**config.mk**
```make
export PLATFORM = sky130hd
export DESIGN_NAME = safety_island_dma_sched
export DESIGN_NICKNAME = d
export VERILOG_FILES = /design/src/rtl/safety_island_pkg.sv /design/src/rtl/fifo_v3.sv /design/src/rtl/safety_island_dma_sched.sv
export SDC_FILE = /design/constraint.sdc
export NUM_CORES = 1
export LEC_CHECK = 0
export CORE_MARGIN = 4
export CORE_UTILIZATION = 30
export CTS_BUF_LIST = sky130_fd_sc_hd__clkbuf_16
export DETAILED_ROUTE_END_ITERATION = 16
export PLACE_DENSITY = 0.62
export SYNTH_ARGS = -nofsm -noshare
export SYNTH_HDL_FRONTEND = slang
export SYNTH_HIERARCHICAL = 1
export SYNTH_SLANG_ARGS = --single-unit
```
**constraint.sdc**
```tcl
create_clock -name clk_i -period 3.6 [get_ports clk_i]
set_input_delay 0.72 -clock clk_i [delete_from_list [all_inputs] [get_ports clk_i]]
set_output_delay 0.72 -clock clk_i [all_outputs]
set_load 0.03 [all_outputs]
```
**src/rtl/safety_island_pkg.sv**
```systemverilog
// Shared types for the Safety Island DMA frontend: the job descriptor handed
// from a requester to the 1D DMA backend.
package safety_island_pkg;

  localparam int unsigned DmaAddrWidth = 32;
  localparam int unsigned DmaLenWidth  = 24;

  typedef struct packed {
    logic [DmaAddrWidth-1:0] src;
    logic [DmaAddrWidth-1:0] dst;
    logic [DmaLenWidth-1:0]  len;
  } dma_job_t;

endpackage

```
**src/rtl/fifo_v3.sv**
```systemverilog
// Synchronous FIFO with registered storage; push on full and pop on empty
// are ignored. Any depth >= 1 is supported.
module fifo_v3 #(
  parameter int unsigned DEPTH      = 4,
  parameter int unsigned DATA_WIDTH = 1,
  localparam int unsigned AddrW = (DEPTH > 1) ? $clog2(DEPTH) : 1,
  localparam int unsigned CntW  = $clog2(DEPTH + 1)
) (
  input  logic                  clk_i,
  input  logic                  rst_ni,
  output logic                  full_o,
  output logic                  empty_o,
  input  logic [DATA_WIDTH-1:0] data_i,
  input  logic                  push_i,
  output logic [DATA_WIDTH-1:0] data_o,
  input  logic                  pop_i
);

  logic [DATA_WIDTH-1:0] mem_q [DEPTH];
  logic [AddrW-1:0]      wr_ptr_q;
  logic [AddrW-1:0]      rd_ptr_q;
  logic [CntW-1:0]       cnt_q;
  logic                  do_push;
  logic                  do_pop;

  assign full_o  = (cnt_q == CntW'(DEPTH));
  assign empty_o = (cnt_q == '0);
  assign data_o  = mem_q[rd_ptr_q];
  assign do_push = push_i && !full_o;
  assign do_pop  = pop_i && !empty_o;

  function automatic logic [AddrW-1:0] next_ptr(input logic [AddrW-1:0] ptr);
    return (ptr == AddrW'(DEPTH - 1)) ? '0 : ptr + 1'b1;
  endfunction

  always_ff @(posedge clk_i or negedge rst_ni) begin
    if (!rst_ni) begin
      wr_ptr_q <= '0;
      rd_ptr_q <= '0;
      cnt_q    <= '0;
    end else begin
      if (do_push) wr_ptr_q <= next_ptr(wr_ptr_q);
      if (do_pop)  rd_ptr_q <= next_ptr(rd_ptr_q);
      if (do_push && !do_pop)      cnt_q <= cnt_q + 1'b1;
      else if (do_pop && !do_push) cnt_q <= cnt_q - 1'b1;
    end
  end

  always_ff @(posedge clk_i) begin
    if (do_push) mem_q[wr_ptr_q] <= data_i;
  end

endmodule

```
**src/rtl/safety_island_dma_sched.sv**
```systemverilog
// Round-robin scheduler sharing one in-order 1D DMA backend between NumReq
// requesters; an owner FIFO routes each in-order completion back as done_o.
module safety_island_dma_sched
  import safety_island_pkg::*;
#(
  parameter int unsigned NumReq         = 2,
  parameter int unsigned AddrWidth      = DmaAddrWidth,
  parameter int unsigned TFLenWidth     = DmaLenWidth,
  parameter int unsigned MaxOutstanding = 4,
  localparam int unsigned IdxW = (NumReq > 1) ? $clog2(NumReq) : 1,
  localparam int unsigned CntW = $clog2(MaxOutstanding + 1)
) (
  input  logic                                 clk_i,
  input  logic                                 rst_ni,
  // Handshakes: a transfer happens on a rising clk edge where valid and ready
  // are both high; valid never waits on ready, ready may depend on valid.
  input  logic [NumReq-1:0]                    req_valid_i,
  output logic [NumReq-1:0]                    req_ready_o,
  input  logic [NumReq-1:0][AddrWidth-1:0]     req_src_i,
  input  logic [NumReq-1:0][AddrWidth-1:0]     req_dst_i,
  input  logic [NumReq-1:0][TFLenWidth-1:0]    req_len_i,
  output logic                                 be_valid_o,
  input  logic                                 be_ready_i,
  output logic [AddrWidth-1:0]                 be_src_o,
  output logic [AddrWidth-1:0]                 be_dst_o,
  output logic [TFLenWidth-1:0]                be_len_o,
  input  logic                                 be_rsp_valid_i,
  output logic [NumReq-1:0]                    done_o,
  output logic [NumReq-1:0]                    reject_o,
  output logic [NumReq-1:0][CntW-1:0]          outstanding_o,
  output logic                                 busy_o
);

  logic [IdxW-1:0]   ptr_q;
  logic [IdxW-1:0]   win_idx;
  logic              win_found;
  int unsigned       cand;
  logic              accept;
  logic              grant;
  logic              zero_len;
  logic              push;
  logic              pop;
  logic              fifo_full;
  logic              fifo_empty;
  logic [IdxW-1:0]   owner;
  dma_job_t          slot_q;
  logic              slot_valid_q;
  logic [NumReq-1:0] done_q;
  logic [NumReq-1:0] reject_q;
  logic [NumReq-1:0] inc_vec;
  logic [NumReq-1:0] dec_vec;
  logic [NumReq-1:0][CntW-1:0] cnt_q;

  // A pop in the same cycle does not free a full FIFO for a grant.
  assign accept   = rst_ni && (!slot_valid_q || be_ready_i) && !fifo_full;
  assign grant    = accept && win_found;
  assign zero_len = (req_len_i[win_idx] == '0);
  assign push     = grant && !zero_len;
  assign pop      = be_rsp_valid_i && !fifo_empty;

  always_comb begin
    win_found = 1'b0;
    win_idx   = '0;
    cand      = 0;
    for (int unsigned i = 0; i < NumReq; i++) begin
      cand = 32'(ptr_q) + i;
      if (cand >= NumReq) cand = cand - NumReq;
      if (!win_found && req_valid_i[cand[IdxW-1:0]]) begin
        win_found = 1'b1;
        win_idx   = cand[IdxW-1:0];
      end
    end
  end

  always_comb begin
    req_ready_o = '0;
    inc_vec     = '0;
    dec_vec     = '0;
    if (grant) req_ready_o[win_idx] = 1'b1;
    if (push)  inc_vec[win_idx]     = 1'b1;
    if (pop)   dec_vec[owner]       = 1'b1;
  end

  always_ff @(posedge clk_i or negedge rst_ni) begin
    if (!rst_ni) begin
      ptr_q        <= '0;
      slot_q       <= '0;
      slot_valid_q <= 1'b0;
      done_q       <= '0;
      reject_q     <= '0;
    end else begin
      if (grant) ptr_q <= (win_idx == IdxW'(NumReq - 1)) ? '0 : win_idx + 1'b1;
      if (push) begin
        slot_q.src   <= req_src_i[win_idx];
        slot_q.dst   <= req_dst_i[win_idx];
        slot_q.len   <= req_len_i[win_idx];
        slot_valid_q <= 1'b1;
      end else if (be_ready_i) begin
        slot_valid_q <= 1'b0;
      end
      done_q   <= '0;
      reject_q <= '0;
      if (pop) done_q[owner] <= 1'b1;
      if (grant && zero_len) reject_q[win_idx] <= 1'b1;
    end
  end

  // Push and pop on the same owner cancel out.
  always_ff @(posedge clk_i or negedge rst_ni) begin
    if (!rst_ni) begin
      cnt_q <= '0;
    end else begin
      for (int unsigned r = 0; r < NumReq; r++) begin
        if (inc_vec[r] && !dec_vec[r])      cnt_q[r] <= cnt_q[r] + 1'b1;
        else if (dec_vec[r] && !inc_vec[r]) cnt_q[r] <= cnt_q[r] - 1'b1;
      end
    end
  end

  fifo_v3 #(
    .DEPTH      (MaxOutstanding),
    .DATA_WIDTH (IdxW)
  ) i_owner_fifo (
    .clk_i   (clk_i),
    .rst_ni  (rst_ni),
    .full_o  (fifo_full),
    .empty_o (fifo_empty),
    .data_i  (win_idx),
    .push_i  (push),
    .data_o  (owner),
    .pop_i   (pop)
  );

  assign be_valid_o    = slot_valid_q;
  assign be_src_o      = slot_q.src;
  assign be_dst_o      = slot_q.dst;
  assign be_len_o      = slot_q.len;
  assign done_o        = done_q;
  assign reject_o      = reject_q;
  assign outstanding_o = cnt_q;
  assign busy_o        = !fifo_empty;

endmodule

```
==> summary.md, run 1 <==
| Metric | Value |
|---|---|
| Post-route antenna net violation count | `0` |
| Hold EP | `outstanding_o[5]` |
| Leak Pwr | `4.087 nW` |
| Clock Latency Late Sink | `roughly 350 ps` |
| Crit Path Max Fanout | `94` |
| Setup TNS | `0 ps` |
| Post-synthesis cell area | `between 5000 and 6000 sq um` |
| Share of cells above drive strength 1 | `0.1622` |
| RSZ-0062 raised after global routing | `no` |
| Placed cells | `between 1000 and 1500` |
| Hold Crit Depth | `1` |
| Slowest cell on the critical path | `buf_4` |
| Num CTS Buffers | `9` |
| Synth unique cells | `29` |
| Actual slew at the worst max-slew pin | `996.8 ps` |
| Fmax | `0.3076 GHz` |
| Finish-stage setup viols | `0` |
| Wire per inst | `approximately 16 um` |
| Hold_sp | `outstanding_o[5]` |
| First-pass DRT Iterations | `4` |
| Die Width | `145.2 um` |
| GPL Wtd Cong | `about 0.76` |
| Cell mode on critical path | `buf_4` |
| Flop2flop setup slack | `between 1000 and 1500 ps` |
| Avg Cell Area, Syn | `slightly below 10 sq um` |
| Non-Filler Instances | `1092` |
| Worst EP arrival | `around 2500 ps` |
| Final #Nets | `between 1000 and 1500` |
| First-pass GRT wire length | `27190 um` |
| Initial DRC count | `170` |
| VDD IR max | `between 0.3 and 0.4 mV` |
| CTS tree | `yes` |
| Synth Instances | `580` |
| Clock buffer depth | `2` |
| Syn_nets | `between 700 and 800` |
| # hold bufs at CTS | `0` |
| H-tree levels | `3` |
| Dpl hpwl | `between 10000 and 15000 um` |
| Pins Over Slew Limit | `0` |
| I/O pins | `about 280` |
| Initial Util | `0.3101` |
| Vias in the first global route | `about 5000` |
| Worst Setup End Kind | `primary output` |
| Post-synth EDFFs | `4` |
| Slew Limit Headroom | `0.3354` |
| Clk sink count | `roughly 110` |
| Clock root cell | `clkbuf_16` |
| Critical Path Source Type | `input port` |
| Flops & latches, synth | `111` |
| Postcts setup bufs | `0` |
| Crit path kind | `input port to primary output` |
| Critical path required time | `between 2000 and 3000 ps` |
| Maxcap violations | `0` |
| Largest net degree at the start of global routing | `95` |
| Worst reg2reg path depth | `11` |
| Routed via count | `4893` |
| Final WL | `~17000 um` |
| Antenna diodes | `0` |
| Die area | `between 20000 and 25000 sq um` |
| # DRC | `0` |
| Sequential share of the synthesized area | `0.4955` |
| Path category of the worst min-delay check | `flop to flop` |
| Avg Vias per Cell | `approximately 4.5` |
| Power Density | `~800 nW/um^2` |
| Crit Reg-Reg Startpoint | `i_owner_fifo/cnt_q[2]` |
| Final-report hold violation count | `0` |
| CP top delay family | `buffers and inverters` |
| WP buf/inv | `4` |
| RR Endpoint | `i_owner_fifo/cnt_q[2]` |
| CP peak stage delay | `710 ps` |
| Clk slew on worst S/H paths | `70 ps` |
| Outcome | `finished, final reports clean` |
| Die Height | `145.2 um` |
| Row Count | `49` |
| Core area | `18210 sq um` |
| Post_cts resized | `0` |
| Gr ovfl total | `0` |
| Global Route Usage Sum | `0.1616` |
| Clock skew | `~8.5 ps` |
| Crit path time final | `about 3300 ps` |
| CP cell instances | `clkdlybuf4s50_1, o21ai_4, clkinv_2, buf_4, nor2_1, buf_4` |
| Synth async-reset ratio | `0.9640` |
| Final period utilization | `0.9031` |
| Port Buffers | `283` |
| Main synth FF type | `dfrtp_1` |
| Synth warn | `6` |
| Area Overhead vs Synth | `60.51%` |
| Initial antenna violation count | `0` |
[metrics by stage]
step | total power, mW | instance area [sq um] | worst slack [ps] | util | hold WS [ps]
2_1_floorplan | 4.468 | 5647 | 468.8 | - | 424.4
3_3_place_gp | 6.166 | 8750 | 186.1 | 0.4805 | 463.9
3_5_place_dp | 6.191 | 8750 | 132.7 | 0.4805 | 471.1
4_1_cts | 7.304 | 9064 | 262.8 | 0.4978 | 481.7
5_1_grt | 7.611 | 9064 | 157.8 | 0.4978 | 501.8
6_report | 7.178 | 9064 | 348.8 | 0.4978 | 479.2
[power breakdown]
group,internal (mW),total (mW),switching [mW]
sequential,1.85,2.20,0.346
clock,0.585,1.06,0.475
combinational,1.84,3.92,2.08
[cells by family after synthesis]
| group | share of synthesized area |
|---|---|
| adder cells (fa/ha/maj) | 0.02836 |
| multiplexers | 0.2008 |
| buffers and inverters | 0.03346 |
| AO/OA/AOI/OAI | 0.006425 |
| XOR/XNOR | 0.01396 |
| flip-flops | 0.4955 |
| AND/OR/NAND/NOR | 0.2216 |
[Yosys cell counts (all sizes together) (3+ instances only)]
master | number | area [sq um]
ha | 8 | 100.1
inv | 12 | 45.05
nor2 | 8 | 30.03
and2 | 4 | 30.03
nor3 | 8 | 55.05
xor2 | 6 | 52.55
dfrtp | 107 | 2678
nand2b | 3 | 21.27
clkbuf | 20 | 75.07
fa | 3 | 60.06
nor4 | 12 | 75.07
nand2 | 267 | 1002
buf | 10 | 68.81
mux2 | 95 | 1111
xnor2 | 3 | 26.28
edfxtp | 4 | 120.1
[flip-flops by register name (all words and copies together), names as in the netlist]
name	cells
be_dst_o	32
ptr_q	1
outstanding_o	6
be_src_o	32
i_owner_fifo/cnt_q	3
i_owner_fifo/rd_ptr_q	2
done_o	2
be_len_o	24
i_owner_fifo/wr_ptr_q	2
i_owner_fifo/mem_q	4
reject_o	2
be_valid_o	1
[layer usage]
| metal | vias up | routed length, um | global-route usage |
|---|---|---|---|
| li1 | 2431 | - | - |
| met1 | 2265 | 7499 | 0.2013 |
| met2 | 180 | 8359 | 0.2690 |
| met3 | 17 | 1293 | 0.05270 |
| met4 | 0 | 286 | 0.04843 |
| met5 | - | 0 | 0 |
[worst max path at each step]
stage | slack, ps | start | depth (start not counted) | end
5_1_grt | 160 | req_valid_i[1] | 6 | req_ready_o[0]
6_report | 350 | req_valid_i[1] | 6 | req_ready_o[0]
2_1_floorplan | 470 | be_ready_i | 13 | i_owner_fifo/cnt_q[2]
4_1_cts | 260 | req_valid_i[1] | 6 | req_ready_o[0]
3_5_place_dp | 130 | req_len_i[30] | 11 | i_owner_fifo/cnt_q[1]
3_3_place_gp | 190 | req_len_i[14] | 10 | i_owner_fifo/cnt_q[1]
[cells in the final DEF, fill, tap and decap left out, drive strengths merged, types with 10 or more instances in the layout]
cell type,Yosys,final
clkdlybuf4s50,0,281
nand2,267,267
dfrtp,107,107
mux2,95,95
buf,10,16
inv,12,13
nor4,12,12
clkbuf,20,10
[final cells by class]
| class | instances | area [sq um] |
|---|---|---|
| Clock inverter | 6 | 63.81 |
| Inverter | 12 | 46.29 |
| Clock buffer | 10 | 250.2 |
| Sequential cell | 111 | 2798 |
| Fill cell | 1715 | 9145 |
| Timing Repair Buffer | 297 | 2945 |
| Tap cell | 229 | 286.5 |
| Multi-Input combinational cell | 427 | 2674 |
Note: power is estimated with default switching activity, not from simulation.
==> inputs of run 2 (changes only) <==
Settings changed: REMOVE_ABC_BUFFERS set to 1.
==> run 2 against run 1 <==
Global-route usage grew 0.12 points. Final cell count is the same. Maximum frequency shrank 1.8%. Final area shrank 0.47%. Via count grew 0.90%. Sequential power is essentially flat. First-iteration DRC count grew 12%. Critical path depth shrank 1. Clock-buffer cell count shrank 1. Critical path type unchanged. Largest power group unchanged.
==> summary.md, run 2 (synthesized netlist as in run 1, its figures left out) <==
| Metric | Value |
|---|---|
| Placed instance area | `about 8700 sq um` |
| Critical path required time | `around 2900 ps` |
| Avg Vias per Cell | `~4.5` |
| Num CTS Buffers | `9` |
| Antenna diodes | `0` |
| First-pass DRT Iterations | `4` |
| Area Overhead vs Synth | `59.76%` |
| Fillers | `1717` |
| Outcome | `finished, final reports clean` |
| Global Route Usage Sum | `0.1629` |
| P_sw | `a little under 3 mW` |
| Final WL | `roughly 17000 um` |
| Initial Util | `0.3101` |
| Internal | `between 4 and 5 mW` |
| Initial DRC count | `between 150 and 200` |
| Row Count | `49` |
| Seq pwr share | `0.310` |
| Post-route antenna net violation count | `0` |
| # DRC | `0` |
| Gate power share | `0.554` |
| Post-route design area | `9021 sq um` |
| Fmax | `0.3022 GHz` |
| GPL Wtd Cong | `between 0.7 and 0.8` |
| Hold slack | `approximately 480 ps` |
| Postcts setup bufs | `0` |
| Net Sw Frac | `0.4117` |
| Leak Pwr | `slightly above 4 nW` |
| Slew Limit Headroom | `0.5084` |
| VDD IR max | `approximately 0.34 mV` |
| Share of cells above drive strength 1 | `0.1611` |
| Routed via count | `a little under 5000` |
| Final setup margin | `between 200 and 300 ps` |
| Die area | `21080 sq um` |
| Pre-CTS setup slack | `~26 ps` |
| Port Buffers | `between 200 and 300` |
| Crit path time final | `3310 ps` |
| I/O pins | `approximately 280` |
| CTS tree | `yes` |
| Critical Path Source Type | `input port` |
| Largest net degree at the start of global routing | `89` |
| Crit Path Max Fanout | `9` |
| Gr ovfl total | `0` |
| Commonest non-fill, non-tap cell in the layout | `clkdlybuf4s50_1` |
| Wire per inst | `approximately 16 um` |
| RSZ-0062 raised after global routing | `no` |
| Grt met3 use | `0.06922` |
| Register area | `2798 sq um` |
| Clk slew on worst S/H paths | `around 80 ps` |
| Post_cts resized | `0` |
| Maxcap violations | `0` |
| Clock Latency Late Sink | `~350 ps` |
| Die Height | `about 150 um` |
| First-pass GRT wire length | `~27000 um` |
| Most frequent cells in the layout | `clkdlybuf4s50_1, nand2_1, dfrtp_1` |
| Clock root cell | `clkbuf_16` |
| Clock skew | `9.595 ps` |
| Path category of the worst min-delay check | `flop to flop` |
| H-tree levels | `3` |
| Most Used Layer, Global Route | `met2` |
| M1 GR Usage | `0.1912` |
| Initial antenna violation count | `0` |
| Pins Over Slew Limit | `0` |
| Clk sink count | `about 110` |
| Actual slew at the worst max-slew pin | `roughly 740 ps` |
| Finish-stage setup viols | `0` |
| Clock buffer depth | `2` |
| Die Width | `~150 um` |
| Power Density | `785.4 nW/um^2` |
| Worst EP arrival | `around 2600 ps` |
| # hold bufs at CTS | `0` |
| Multi-input gate area | `2674 sq um` |
| Crit path kind | `input port to primary output` |
| Final-report hold violation count | `0` |
| Vias in the first global route | `5053` |
| Dpl hpwl | `13200 um` |
| Final Util | `0.4954` |
| GR Util met2 | `0.2819` |
| Worst Setup End Kind | `primary output` |
| Clock power frac | `0.136` |
| Core area | `18210 sq um` |
| Final period utilization | `0.9193` |
| Final #Nets | `between 1000 and 1500` |
## run 2: cell count changes in the layout (fill, tap and decap cells not counted)
| cell | delta |
|---|---|
| inv_4 | +1 |
| inv_8 | +1 |
| bufinv_16 | -1 |
| inv_1 | +1 |
| clkbuf_16 | -1 |
| inv_6 | -1 |
## run 2: cell type report
type                       count  share of cell area
multi-input combinational    427              0.2964
tap                          229             0.03176
clock buffer                   9             0.02497
sequential                   111              0.3101
inverter                      12            0.005132
clock inverter                 7            0.005132
timing repair buffer         297              0.3265
## run 2: path summary, 6_finish.rpt
check                                 startpoint                        to  slack [ps]  cells past startpoint
min                             outstanding_o[5]          outstanding_o[5]         480                      1
max in group asynchronous                 rst_ni  i_owner_fifo/wr_ptr_q[1]        1850                      3
min in group asynchronous                 rst_ni              be_dst_o[12]         540                      2
max                                   be_ready_i            req_ready_o[1]         290                      5
max reg2reg                i_owner_fifo/cnt_q[2]     i_owner_fifo/cnt_q[2]         980                     11
min reg2reg                     outstanding_o[5]          outstanding_o[5]         480                      1
## run 2: through the flow
step                      cells  setup TNS, ps  power (mW)
after floorplan             550        -349620       4.460
after global placement     1076              0       6.160
after detailed placement   1076              0       6.196
after CTS                  1092              0       7.202
after global routing       1092              0       7.505
final                      1092              0       7.085
## run 2: worst max-delay path, cell delays in order
cell and delay, ps:
clkdlybuf4s50_1 440, nand2b_1 170, o2111ai_2 310, nor2_1 230
clkdlybuf4s50_1 720
## run 2: power by group through the flow
stage	Combinational [mW]	Sequential, mW	Clock [mW]
final	3.93	2.20	0.960
after CTS	3.99	2.21	1.00
after floorplan	1.17	3.29	0
after detailed placement	3.97	2.22	0
after global placement	3.96	2.20	0
after global routing	4.18	2.28	1.04
## run 2: per-layer routing
layer  up-vias  routed length, um
met5         -                  0
met4         0                146
met1      2319               7220
met2       175               8468
li1       2434                  -
met3         9               1546
